[src/rtl/des_batch_sequencer.sv]
// -----------------------------------------------------------------------------
// des_batch_sequencer
//
// Walks a 3DES core across a contiguous batch of 64-bit blocks held in a
// single-port synchronous RAM. For every block it resets the core, reads
// the source block, pulses core_start, waits for core_done and writes the
// result to the destination region. The host only has to issue one start
// per batch.
//
// Build option:
//   DES_CBC_EN  defined   -> CBC chaining (encrypt direction). An extra iv
//                            input is latched at start. The core is fed
//                            mem_rdata ^ chain, and chain takes core_dout on
//                            every core_done.
//               undefined -> ECB. The core is fed mem_rdata and there is no
//                            iv port.
//
// Ports:
//   clk          in   rising-edge clock
//   reset        in   asynchronous active-low reset
//   start        in   batch request, sampled only while idle
//   num_blocks   in   number of blocks in the batch, latched at start
//   src_base     in   first source address, latched at start
//   dst_base     in   first destination address, latched at start
//   iv           in   CBC initial vector (only when DES_CBC_EN is defined)
//   busy         out  high from an accepted start until done
//   done         out  one-cycle pulse at the end of the batch
//   error        out  sticky core timeout flag, cleared by the next start
//   blocks_done  out  number of blocks written so far
//   mem_addr     out  RAM address
//   mem_we       out  RAM write enable
//   mem_wdata    out  RAM write data
//   mem_rdata    in   RAM read data, one cycle after the address
//   core_rst_n   out  core reset, active-low
//   core_start   out  one-cycle start pulse to the core
//   core_din     out  block for the core, valid with core_start
//   core_dout    in   core result, valid with core_done
//   core_done    in   one-cycle completion pulse from the core
// -----------------------------------------------------------------------------
module des_batch_sequencer #(
  parameter int ADDR_W  = 8,
  parameter int DATA_W  = 64,
  parameter int CNT_W   = 8,
  parameter int RST_CYC = 2,
  parameter int TMO_CYC = 255
) (
  input  logic              clk,
  input  logic              reset,
  input  logic              start,
  input  logic [CNT_W-1:0]  num_blocks,
  input  logic [ADDR_W-1:0] src_base,
  input  logic [ADDR_W-1:0] dst_base,
`ifdef DES_CBC_EN
  input  logic [DATA_W-1:0] iv,
`endif
  output logic              busy,
  output logic              done,
  output logic              error,
  output logic [CNT_W-1:0]  blocks_done,
  output logic [ADDR_W-1:0] mem_addr,
  output logic              mem_we,
  output logic [DATA_W-1:0] mem_wdata,
  input  logic [DATA_W-1:0] mem_rdata,
  output logic              core_rst_n,
  output logic              core_start,
  output logic [DATA_W-1:0] core_din,
  input  logic [DATA_W-1:0] core_dout,
  input  logic              core_done
);

  typedef enum logic [3:0] {
    S_IDLE,   // waiting for start
    S_CRST,   // core held in reset for RST_CYC cycles
    S_RD,     // source address presented to the RAM
    S_RWAIT,  // read data arrives and is captured into core_din
    S_KICK,   // core_start high for one cycle
    S_RUN,    // waiting for core_done or a timeout
    S_WR,     // result written to the destination
    S_NEXT,   // advance the block index
    S_FIN     // end of batch, done pulse follows
  } state_t;

  // Counters are sized so the compare value always fits. A one-bit minimum
  // keeps RST_CYC=1 and TMO_CYC<=1 legal.
  localparam int RC_W  = (RST_CYC < 2) ? 1 : $clog2(RST_CYC);
  localparam int TMO_W = (TMO_CYC < 2) ? 1 : $clog2(TMO_CYC);

  state_t            state;
  logic [CNT_W-1:0]  idx;
  logic [CNT_W-1:0]  n_lat;
  logic [ADDR_W-1:0] src_lat;
  logic [ADDR_W-1:0] dst_lat;
  logic [RC_W-1:0]   rst_cnt;
  logic [TMO_W-1:0]  tmo_cnt;
`ifdef DES_CBC_EN
  logic [DATA_W-1:0] chain;
`endif

  // Base+index wraps modulo 2**ADDR_W because the sum is truncated to ADDR_W.
  logic [ADDR_W-1:0] src_addr;
  logic [ADDR_W-1:0] dst_addr;
  assign src_addr = src_lat + ADDR_W'(idx);
  assign dst_addr = dst_lat + ADDR_W'(idx);

  // NOTE: every register here updates with non-blocking assignments, so the
  // whole FSM sees the previous cycle's values regardless of statement order.
  always_ff @(posedge clk or negedge reset) begin
    if (!reset) begin
      state       <= S_IDLE;
      busy        <= 1'b0;
      done        <= 1'b0;
      error       <= 1'b0;
      blocks_done <= '0;
      mem_addr    <= '0;
      mem_we      <= 1'b0;
      mem_wdata   <= '0;
      core_rst_n  <= 1'b0;
      core_start  <= 1'b0;
      core_din    <= '0;
      idx         <= '0;
      n_lat       <= '0;
      src_lat     <= '0;
      dst_lat     <= '0;
      rst_cnt     <= '0;
      tmo_cnt     <= '0;
`ifdef DES_CBC_EN
      chain       <= '0;
`endif
    end else begin
      done <= 1'b0;

      unique case (state)
        S_IDLE: begin
          core_rst_n <= 1'b1;
          if (start) begin
            busy        <= 1'b1;
            error       <= 1'b0;
            blocks_done <= '0;
            idx         <= '0;
            n_lat       <= num_blocks;
            src_lat     <= src_base;
            dst_lat     <= dst_base;
            rst_cnt     <= '0;
`ifdef DES_CBC_EN
            chain       <= iv;
`endif
            if (num_blocks == '0) begin
              // An empty batch just spends one busy cycle and then pulses done.
              state <= S_FIN;
            end else begin
              core_rst_n <= 1'b0;
              state      <= S_CRST;
            end
          end
        end

        S_CRST: begin
          if (rst_cnt == RC_W'(RST_CYC - 1)) begin
            core_rst_n <= 1'b1;
            mem_addr   <= src_addr;
            state      <= S_RD;
          end else begin
            rst_cnt <= rst_cnt + 1'b1;
          end
        end

        S_RD: begin
          // The RAM registers the address on this edge, so data is valid in RWAIT.
          state <= S_RWAIT;
        end

        S_RWAIT: begin
`ifdef DES_CBC_EN
          core_din <= mem_rdata ^ chain;
`else
          core_din <= mem_rdata;
`endif
          core_start <= 1'b1;
          state      <= S_KICK;
        end

        S_KICK: begin
          core_start <= 1'b0;
          tmo_cnt    <= '0;
          state      <= S_RUN;
        end

        S_RUN: begin
          // A core_done on the cycle the timeout expires still counts as
          // success, so it is tested first.
          if (core_done) begin
            mem_wdata <= core_dout;
            mem_addr  <= dst_addr;
            mem_we    <= 1'b1;
`ifdef DES_CBC_EN
            chain     <= core_dout;
`endif
            state     <= S_WR;
          end else if (TMO_CYC != 0 && tmo_cnt == TMO_W'(TMO_CYC - 1)) begin
            error <= 1'b1;
            state <= S_FIN;
          end else begin
            tmo_cnt <= tmo_cnt + 1'b1;
          end
        end

        S_WR: begin
          mem_we <= 1'b0;
          state  <= S_NEXT;
        end

        S_NEXT: begin
          idx         <= idx + 1'b1;
          blocks_done <= blocks_done + 1'b1;
          if (idx + 1'b1 == n_lat) begin
            state <= S_FIN;
          end else begin
            core_rst_n <= 1'b0;
            rst_cnt    <= '0;
            state      <= S_CRST;
          end
        end

        S_FIN: begin
          done  <= 1'b1;
          busy  <= 1'b0;
          state <= S_IDLE;
        end

        default: state <= S_IDLE;
      endcase
    end
  end

endmodule

[config.mk]
export PLATFORM = sky130hd
export DESIGN_NAME = des_batch_sequencer
export DESIGN_NICKNAME = d
export VERILOG_FILES = /design/src/rtl/des_batch_sequencer.sv
export SDC_FILE = /design/constraint.sdc
export NUM_CORES = 1
export LEC_CHECK = 0
export CAP_MARGIN = 20
export CORE_ASPECT_RATIO = 1.25
export CORE_MARGIN = 3
export CORE_UTILIZATION = 30
export DETAILED_ROUTE_END_ITERATION = 7
export PLACE_DENSITY = 0.65
export SETUP_SLACK_MARGIN = 0.5
export SLEW_MARGIN = 20
export SYNTH_ARGS = -nofsm -noshare
export SYNTH_HDL_FRONTEND = slang
export SYNTH_SLANG_ARGS = --single-unit
[constraint.sdc]
create_clock -name clk -period 2.6 [get_ports clk]
set_input_delay 0.39 -clock clk [delete_from_list [all_inputs] [get_ports clk]]
set_output_delay 0.39 -clock clk [all_outputs]
set_load 0.02 [all_outputs]
# == After elaboration in Yosys (flattened, before gate mapping) ==
# Cells that the tools add are included.
# classes
bitwise,0
add_sub_neg,6
n_eq_ne,18
mux,33
div,0
magnitude_cmp,0
n_reduce_logical,21
shifts,0
multipliers,0
# op_table
operator,n
$pmux W8 S2,4
$mux W8,5
$pmux W4 S8,1
$add A8 B1 Y8 const B,3
$mux W4,6
$add A8 B8 Y8,2
$eq A4 B3 Y1 const B,4
$reduce_and A3 Y1,5
$ne A2 B2 Y1 const B,7
$reduce_bool A2 Y1,7
$mux W1,11
$reduce_and A2 Y1,5
$eq A4 B2 Y1 const B,2
$eq A8 B8 Y1,1
$eq A8 B8 Y1 const B,1
$logic_not A8 Y1,1
$pmux W1 S2,4
$pmux W1 S3,2
$eq A4 B1 Y1 const B,1
$eq A4 B4 Y1 const B,1
$logic_not A4 Y1,1
$reduce_and A4 Y1,1
$ne A3 B3 Y1 const B,1
$reduce_bool A3 Y1,1
$add A1 B1 Y1 const B,1
# word_totals
in_bits,156
ram_bits,0
romBits,0
output_inout_bits,150
regBits,195
elab_cells,95
latchBits,0
mem_count,0

# == Logic depth before layout (Yosys ltp) ==
# Gate-level depths: netlist of the first run.
# logic_depth
depth_word,4
depth_mapped,14
mapped_depth_nobuf,13

# == Worst setup path after synthesis of the first run ==
# Ideal clock, no wire load.
# synth_path
path_kind,register -> register
from,reg state[3]
to,reg mem_addr[6]
setup_ns,0.095
setup_slack_ns,0.009
t_required_ns,2.505
stages_incl_launch_ff,14
period_less_slack_ns,2.591
t_arrival_ns,2.496
cell_sequence,dfrtp_1 nand2b_1 nor3b_2 nand2_1 nand2_1 ha_1 inv_1 fa_1 nor2b_1 o21ai_0 a21boi_0 o21ai_0 nor3b_1 o31ai_1
# synth_between
elab_chain_cells,3
word_cells_on_any_way,7
classes_between,eq/ne: 4; mux: 1; reduce/logical: 2
# synth_lines
item,line,text
start: declaration,88,state_t state;
start signal: assignment,109,state <= S_IDLE;
start signal: assignment,149,state <= S_FIN;
start signal: assignment,152,state <= S_CRST;
$eq A4 B1 Y1 or $eq A4 B3 Y1 (tied branches),132,unique case (state)
$ne A2 B2 Y1 (no source line) or $reduce_bool A2 Y1 (tied branches),-,
$reduce_and A3 Y1 (no source line),-,
end signal: assignment,160,mem_addr <= src_addr;
end signal: assignment,193,mem_addr <= dst_addr;
end: declaration,60,"output logic [ADDR_W-1:0] mem_addr,"
# Parallel ways exist; a longest one is shown, timed or not.
# A chain may end at the register's enable or synchronous reset.

# == Worst setup path after layout of the first run ==
# layout_path
from,reg state[2]
to,reg mem_addr[6]
# Same word-level chain as after synthesis.

==> results of run 1 <==
[stage by stage]
step                      hold WS [ns]  instances
after detailed placement         0.473       1269
after CTS                        0.491       1315
after global placement           0.468       1269
after global routing             0.503       1320
after floorplan                 0.0944        627
final                            0.483       1320
[logic make-up (layout without fill, tap and decap cells)]
group | after synthesis | after routing | share of synthesized area (%)
muxes | 159 | 159 | 21.6
DFF | 195 | 195 | 59.0
AOI/OAI and AO/OA | 71 | 71 | 5.37
and+or+nand+nor | 133 | 133 | 8.13
buffers and inverters | 39 | 387 | 1.98
xor gates and xnor gates | 18 | 18 | 2.00
adders and majority gates | 12 | 12 | 1.91
[per-layer routing]
layer  wire length (µm)  GRT usage (%)  vias up
li1                   -              -     2889
met1               8430           16.6     3069
met2              12700           28.0      164
met3               1230           4.26       20
met4                347           4.76        0
met5                  0              0        -
[path summary, 6_finish.rpt]
path	end	cells after the start
max	mem_addr[6]	13
min	mem_addr[4]	2
max reg2reg	mem_addr[6]	13
min reg2reg	mem_addr[4]	2
max in group asynchronous	idx[7]	3
min in group asynchronous	core_din[20]	2
[power by group]
| part | leakage, nW | switching (mW) | internal [mW] |
|---|---|---|---|
| logic | 2.71 | 3.55 | 4.00 |
| registers | 2.37 | 0.823 | 4.42 |
| clock network | 0.286 | 1.31 | 1.37 |
| total | 5.37 | 5.69 | 9.79 |
[worst reg2reg max path, delay by kind of cell (launching register included)]
kind | cells | cell delay [ns]
flops | 1 | 0.47
buf+inv | 2 | 0.21
compound gates | 4 | 0.47
simple gates | 6 | 0.70
fa+ha+maj | 1 | 0.37
[sequential cells by signal (all words and copies together) (netlist names), 4 cells and up]
register and cells:
dst_lat 8, core_din 64, state 4, n_lat 8, mem_wdata 64, src_lat 8
mem_addr 8, tmo_cnt 8, blocks_done 8, idx 8
[layout make-up]
cell class,instances,area (µm²)
Clock buffer,17,425
Clock inverter,15,169
Fill cell,2450,14300
Inverter,11,41.3
Multi-Input combinational cell,393,3380
Sequential cell,195,4880
Tap cell,345,432
Timing Repair Buffer,344,3400
[what timing repair did]
action	4_1_cts	5_1_grt
hold buffers	1	0
resized for setup	11	25
pin swaps	12	20
hold endpoints to repair	4	0
setup endpoints to repair	11	118
setup buffers	13	5
[cell usage in the layout (no fill, tap or decap), types with 3 or more instances in the layout]
master | netlist | routed
sky130_fd_sc_hd__dfrtp_1 | 195 | 191
sky130_fd_sc_hd__nor2_1 | 21 | 21
sky130_fd_sc_hd__nand4_1 | 5 | 5
sky130_fd_sc_hd__inv_1 | 11 | 9
sky130_fd_sc_hd__inv_8 | 0 | 3
sky130_fd_sc_hd__and3_1 | 4 | 4
sky130_fd_sc_hd__inv_6 | 0 | 4
sky130_fd_sc_hd__a31oi_1 | 4 | 4
sky130_fd_sc_hd__a211oi_1 | 4 | 3
sky130_fd_sc_hd__o21ai_1 | 0 | 4
sky130_fd_sc_hd__or3_1 | 4 | 4
sky130_fd_sc_hd__a21oi_1 | 9 | 8
sky130_fd_sc_hd__xnor2_1 | 7 | 6
sky130_fd_sc_hd__mux2_2 | 152 | 152
sky130_fd_sc_hd__ha_1 | 11 | 8
sky130_fd_sc_hd__clkbuf_16 | 0 | 17
sky130_fd_sc_hd__nand2_2 | 1 | 6
sky130_fd_sc_hd__nand2_1 | 53 | 46
sky130_fd_sc_hd__clkdlybuf4s50_1 | 0 | 304
sky130_fd_sc_hd__nand3_1 | 14 | 13
sky130_fd_sc_hd__xor2_1 | 10 | 10
sky130_fd_sc_hd__nor3_1 | 5 | 4
sky130_fd_sc_hd__buf_12 | 0 | 3
sky130_fd_sc_hd__o31ai_1 | 7 | 7
sky130_fd_sc_hd__o21ai_0 | 34 | 28
sky130_fd_sc_hd__dfrtp_2 | 0 | 4
sky130_fd_sc_hd__a21o_1 | 3 | 3
sky130_fd_sc_hd__buf_4 | 0 | 33
sky130_fd_sc_hd__mux2i_1 | 6 | 6
==> key figures, run 1 <==
Flow run
  • Max Cap Viol: 0

Detailed routing
  • Number of nets still failing antenna checks after routing: 0
  • Detailed-route via count: 6142
  • Starting DRT DRC Count: between 200 and 250
  • Number of detailed-route iterations in the first pass: 4
  • Final routed wirelength across all metal layers: 22700 µm
  • DRC violations left: 0
  • Routed length per instance: 17.2 µm
  • Ratio of routed vias to standard cells: 4.65

Clocking
  • H-tree depth: 4
  • Clock transition at path regs: 0.08 ns
  • Later-pin clock latency in the skew report: 0.44 ns
  • Cell at the root of the clock tree: sky130_fd_sc_hd__clkbuf_16
  • CTS tree: built
  • Number of CTS-inserted buffers: 17
  • Clk buf depth: 2
  • Number of clock sinks seen by CTS: 195

Worst setup path
  • Worst setup path category: reg -> reg
  • Max incr delay on CP: between 0.4 and 0.5 ns
  • R2r setup slk: 0.30 ns
  • Crit-path slowest cell: sky130_fd_sc_hd__dfrtp_1
  • Reg2Reg Launch Point: state[2]
  • Critical path buffers and inverters: 2
  • List of cells traversed by the critical path: nand2b_4, nor3b_4, buf_6, nand2_4, nand2_4, inv_1, fa_2, nor2b_2, o21ai_2, a21boi_2, o21ai_2, nor3b_1, o31ai_1
  • Crit path DAT: 2.65 ns
  • Maximum fanout encountered on the critical timing path: 4
  • Required time worst endpoint: a little under 3 ns
  • Worst Setup End Kind: flop
  • Type of element launching the critical path: flop
  • Worst setup path startpoint: state[2]
  • Cell family with the largest share of critical-path delay: simple AND/OR/NAND/NOR gates

Synthesis
  • Top FF cell, synth: sky130_fd_sc_hd__dfrtp_1
  • EDFF count, synth: 0
  • Most repeated cell in the gate-level netlist after synthesis: sky130_fd_sc_hd__dfrtp_1
  • Synthesized Nets: 795
  • Top area cells in the synthesized netlist: sky130_fd_sc_hd__dfrtp_1 59%, sky130_fd_sc_hd__mux2_2 21%, sky130_fd_sc_hd__nand2_1 2.4%, sky130_fd_sc_hd__o21ai_0 2.1%, sky130_fd_sc_hd__ha_1 1.7%
  • Portion of synthesized cell area occupied by the leading cell type: 59.0%
  • Yosys top cell by area: sky130_fd_sc_hd__dfrtp_1
  • Yosys cell types: 52
  • Top cells by instance count after synthesis: 195 x sky130_fd_sc_hd__dfrtp_1, 152 x sky130_fd_sc_hd__mux2_2, 53 x sky130_fd_sc_hd__nand2_1
  • Average cell area after synthesis: 13.2 µm²
  • Flip-flop and latch count after synthesis: 195
  • Cell count after synthesis: 627
  • Fraction of registers with async set or reset after synthesis: 100%
  • Yosys synthesis warning count: 0
  • Post-synth design cell area: 8270 µm²
  • Sequential cell area fraction in the yosys report: 59.0%

Finish
  • Diodes inserted: 0
  • Fin area: 12700 µm²
  • Fraction of final layout cells sized beyond drive strength 1: between 20% and 30%
  • Layout overhead on the synthesized area: 54.0%
  • Utilization after layout: 47.2%
  • Number of nets in the finished design: 1130

Pwr
  • Total Power: 15.5 mW
  • Power density normalized to cell area: 1220 nW/µm²
  • Peak ir drop on the vdd network: 0.576 mV
  • Leak Pwr: ~5.4 nW

STA
  • Transition time at the pin with the least slew margin: 0.769 ns
  • Headroom to the max-slew limit: 48.4%
  • Time the final worst path needs with I/O delays and setup: 2.30 ns
  • Clock tree skew after final layout: 0.0123 ns
  • Timing-limited maximum frequency: 0.434 GHz
  • Fin crit share: 88.5%
  • Setup violators final: 0
  • Final Hold Fails: 0
  • Setup repair after global routing missed its margin: yes
  • Setup ws final: 0.298 ns
  • Summed negative setup slack over all endpoints: 0 ns
  • Final Max Tran Viols: 0

Placement
  • Global placement routability congestion: between 0.8 and 0.9
  • # port buffers: 305
  • Post-placement worst setup slack: 0.163 ns
  • Placed Area: 11800 µm²
  • Half-perimeter wire length of the detailed placement result: approximately 17000 µm

Die
  • Height of the chip: 192 µm
  • Number of top-level pins: 306
  • Placeable Area: 27000 µm²
  • Total die area: 29600 µm²
  • Effective utilization at floorplan: 30.6%
  • Die X: 154 µm
  • Floorplan row count: 67

Worst hold path
  • Class of the most critical hold timing path: reg -> reg
  • Start point of the worst hold path: mem_addr[4]

Global routing
  • Antenna violations before repair: 0
  • Remaining global-route overflow: 0
  • Total routing resource utilization after global routing: between 10% and 20%
  • Number of global-route vias before repair: 6390
  • Wire length of the first global-routing pass: 35100 µm
  • Pin count of the biggest net entering global routing: 74

Status
  • Run status: complete, no violations
No activity file was read; power rests on OpenSTA's default activity.
==> run 2: changes to the inputs <==
==> constraint.sdc (replaced) <==
create_clock -name clk -period 2.6 [get_ports clk]
set_input_delay 0.26 -clock clk [delete_from_list [all_inputs] [get_ports clk]]
set_output_delay 0.26 -clock clk [all_outputs]
set_load 0.02 [all_outputs]
==> run 2 against run 1 <==
  * Utilization increased by 0.13 points
  * Count of clock-buffer cells in the layout increased by 2
  * Register-to-register slack got worse by 0.07 ns
  * Critical endpoint unchanged
==> key figures, run 2 (synthesis gave the netlist of run 1 again) <==
Clocking
  • Number of clock sinks seen by CTS: ~200
  • Clock transition at path regs: 0.08 ns
  • Later-pin clock latency in the skew report: 0.43 ns
  • Clk buf depth: 2
  • H-tree depth: 4
  • CTS tree: built
  • Cell at the root of the clock tree: sky130_fd_sc_hd__clkbuf_16
  • Number of CTS-inserted buffers: 17

Detailed routing
  • Ratio of routed vias to standard cells: 4.59
  • Routed length per instance: approximately 17 µm
  • Detailed-route via count: 6058
  • Number of nets still failing antenna checks after routing: 0
  • Starting DRT DRC Count: 215
  • Number of detailed-route iterations in the first pass: 4
  • DRC violations left: 0
  • Final routed wirelength across all metal layers: between 20000 and 25000 µm

Pwr
  • Internal cell power: 9.90 mW
  • Switching power as a share of total power: 36.1%
  • Power share of the combinational group: 48.7%
  • Switching Power: ~5.6 mW
  • Leak Pwr: about 5.4 nW
  • Total Power: 15.5 mW
  • Power density normalized to cell area: 1210 nW/µm²
  • Peak ir drop on the vdd network: 0.629 mV
  • Clock network power share: ~18%
  • Register share of total power: 33.8%

Worst setup path
  • Reg2Reg Launch Point: state[3]
  • Required time worst endpoint: 2.94 ns
  • Crit path DAT: 2.72 ns
  • Worst Setup End Kind: flop
  • Maximum fanout encountered on the critical timing path: 2
  • R2r setup slk: approximately 0.23 ns
  • Worst setup path category: reg -> reg
  • End point of the critical path: mem_addr[6]
  • List of cells traversed by the critical path: nand2b_4, nor3b_4, nand2_1, nand2_1, ha_2, inv_2, fa_2, nor2b_1, o21ai_1, a21boi_1, o21ai_1, nor3b_1, o31ai_1
  • Worst Reg-to-Reg Cells: 13
  • Crit-path slowest cell: sky130_fd_sc_hd__dfrtp_1
  • Worst r2r dst: mem_addr[6]
  • Worst setup path startpoint: state[3]
  • Max incr delay on CP: 0.38 ns
  • Type of element launching the critical path: flop

Global routing
  • Remaining global-route overflow: 0
  • Wire length of the first global-routing pass: roughly 34000 µm
  • Total routing resource utilization after global routing: 14.6%
  • Pin count of the biggest net entering global routing: 66
  • Antenna violations before repair: 0
  • Number of global-route vias before repair: 6262

STA
  • Time the final worst path needs with I/O delays and setup: about 2.4 ns
  • Summed negative setup slack over all endpoints: 0 ns
  • Setup violators final: 0
  • Fin crit share: 91.3%
  • Timing-limited maximum frequency: 0.421 GHz
  • Clock tree skew after final layout: roughly 0.015 ns
  • Final Hold Fails: 0
  • Setup repair after global routing missed its margin: yes
  • Transition time at the pin with the least slew margin: ~0.69 ns
  • Fin Hold WS: ~0.33 ns
  • Setup ws final: ~0.23 ns
  • Final Max Tran Viols: 0
  • Headroom to the max-slew limit: a little over half

Finish
  • Number of nets in the finished design: around 1100
  • Fill cells: 2459
  • Layout overhead on the synthesized area: 54.4%
  • Most frequent cells in the layout: 304 x sky130_fd_sc_hd__clkdlybuf4s50_1, 187 x sky130_fd_sc_hd__dfrtp_1, 152 x sky130_fd_sc_hd__mux2_2
  • Fin area: approximately 13000 µm²
  • Most common cell after layout, fill and taps aside: sky130_fd_sc_hd__clkdlybuf4s50_1
  • Registers with the highest flip-flop counts: core_din: 64 flops, mem_wdata: 64 flops
  • Diodes inserted: 0
  • Fraction of final layout cells sized beyond drive strength 1: 27.4%

Die
  • Number of top-level pins: 306
  • Total die area: 29600 µm²
  • Height of the chip: 192 µm
  • Floorplan row count: 67
  • Effective utilization at floorplan: between 30 and 40%
  • Die X: 154 µm
  • Placeable Area: 27000 µm²

Placement
  • Post-placement worst setup slack: 0.194 ns
  • Global placement routability congestion: around 0.83
  • Half-perimeter wire length of the detailed placement result: 16300 µm
  • # port buffers: 305
  • Placed Area: around 12000 µm²

Worst hold path
  • Class of the most critical hold timing path: in -> async

Flow run
  • Max Cap Viol: 0

Status
  • Run status: complete, no violations
[run 2: how the worst min path moves through the flow]
stage | startpoint | end | slack (ns)
after CTS | reset | core_din[20] | 0.33
after global placement | reset | core_din[20] | 0.25
after global routing | reset | core_din[20] | 0.38
after floorplan | reset | blocks_done[0] | -0.04
final | reset | core_din[20] | 0.33
after detailed placement | reset | core_din[20] | 0.25
[run 2: metrics by stage]
stage | cells | util (%)
finish | 1321 | 47.3
global route | 1321 | 47.3
CTS | 1310 | 46.6
detailed placement | 1267 | 43.9
global placement | 1267 | 43.9
floorplan | 627 | -
[run 2: layout make-up]
cell class / instances / area (µm²) / area share [%]
Sequential cell: 195 / 4890 / 38.3
Timing Repair Buffer: 345 / 3420 / 26.8
Multi-Input combinational cell: 393 / 3380 / 26.4
Clock buffer: 19 / 453 / 3.55
Tap cell: 345 / 432 / 3.38
Clock inverter: 13 / 148 / 1.16
Inverter: 11 / 41.3 / 0.323
[run 2: what timing repair did]
item,CTS,global route
setup endpoints to repair,10,51
hold buffers,1,0
setup buffers,10,11
hold endpoints to repair,43,0
gates resized for setup,21,18
pin swaps,14,4
[run 2: power groups by stage]
| stage | registers (mW) | logic (mW) | clock network, mW |
|---|---|---|---|
| 5_1_grt | 5.42 | 8.01 | 2.93 |
| 3_5_place_dp | 5.26 | 7.33 | 0 |
| 4_1_cts | 5.24 | 7.48 | 2.82 |
| 2_1_floorplan | 6.54 | 2.63 | 0 |
| 6_report | 5.22 | 7.53 | 2.72 |
| 3_3_place_gp | 5.21 | 7.30 | 0 |
[run 2: worst max-delay path: cells and delay by family, from the launching register on]
kind / cells / cell delay, ns
adders and majority gates: 2 / 0.51
DFF: 1 / 0.38
AOI/OAI and AO/OA: 4 / 0.59
buffers and inverters: 1 / 0.04
and+or+nand+nor: 6 / 0.77
[run 2: layer usage]
metal / up-vias / wire length (µm) / part of all wire, % / global-route usage [%]
li1: 2877 / - / - / -
met1: 3010 / 8580 / 38 / 16.6
met2: 151 / 12300 / 55 / 26.7
met3: 20 / 1200 / 5.3 / 4.03
met4: 0 / 357 / 1.6 / 4.38
met5: - / 0 / 0 / 0
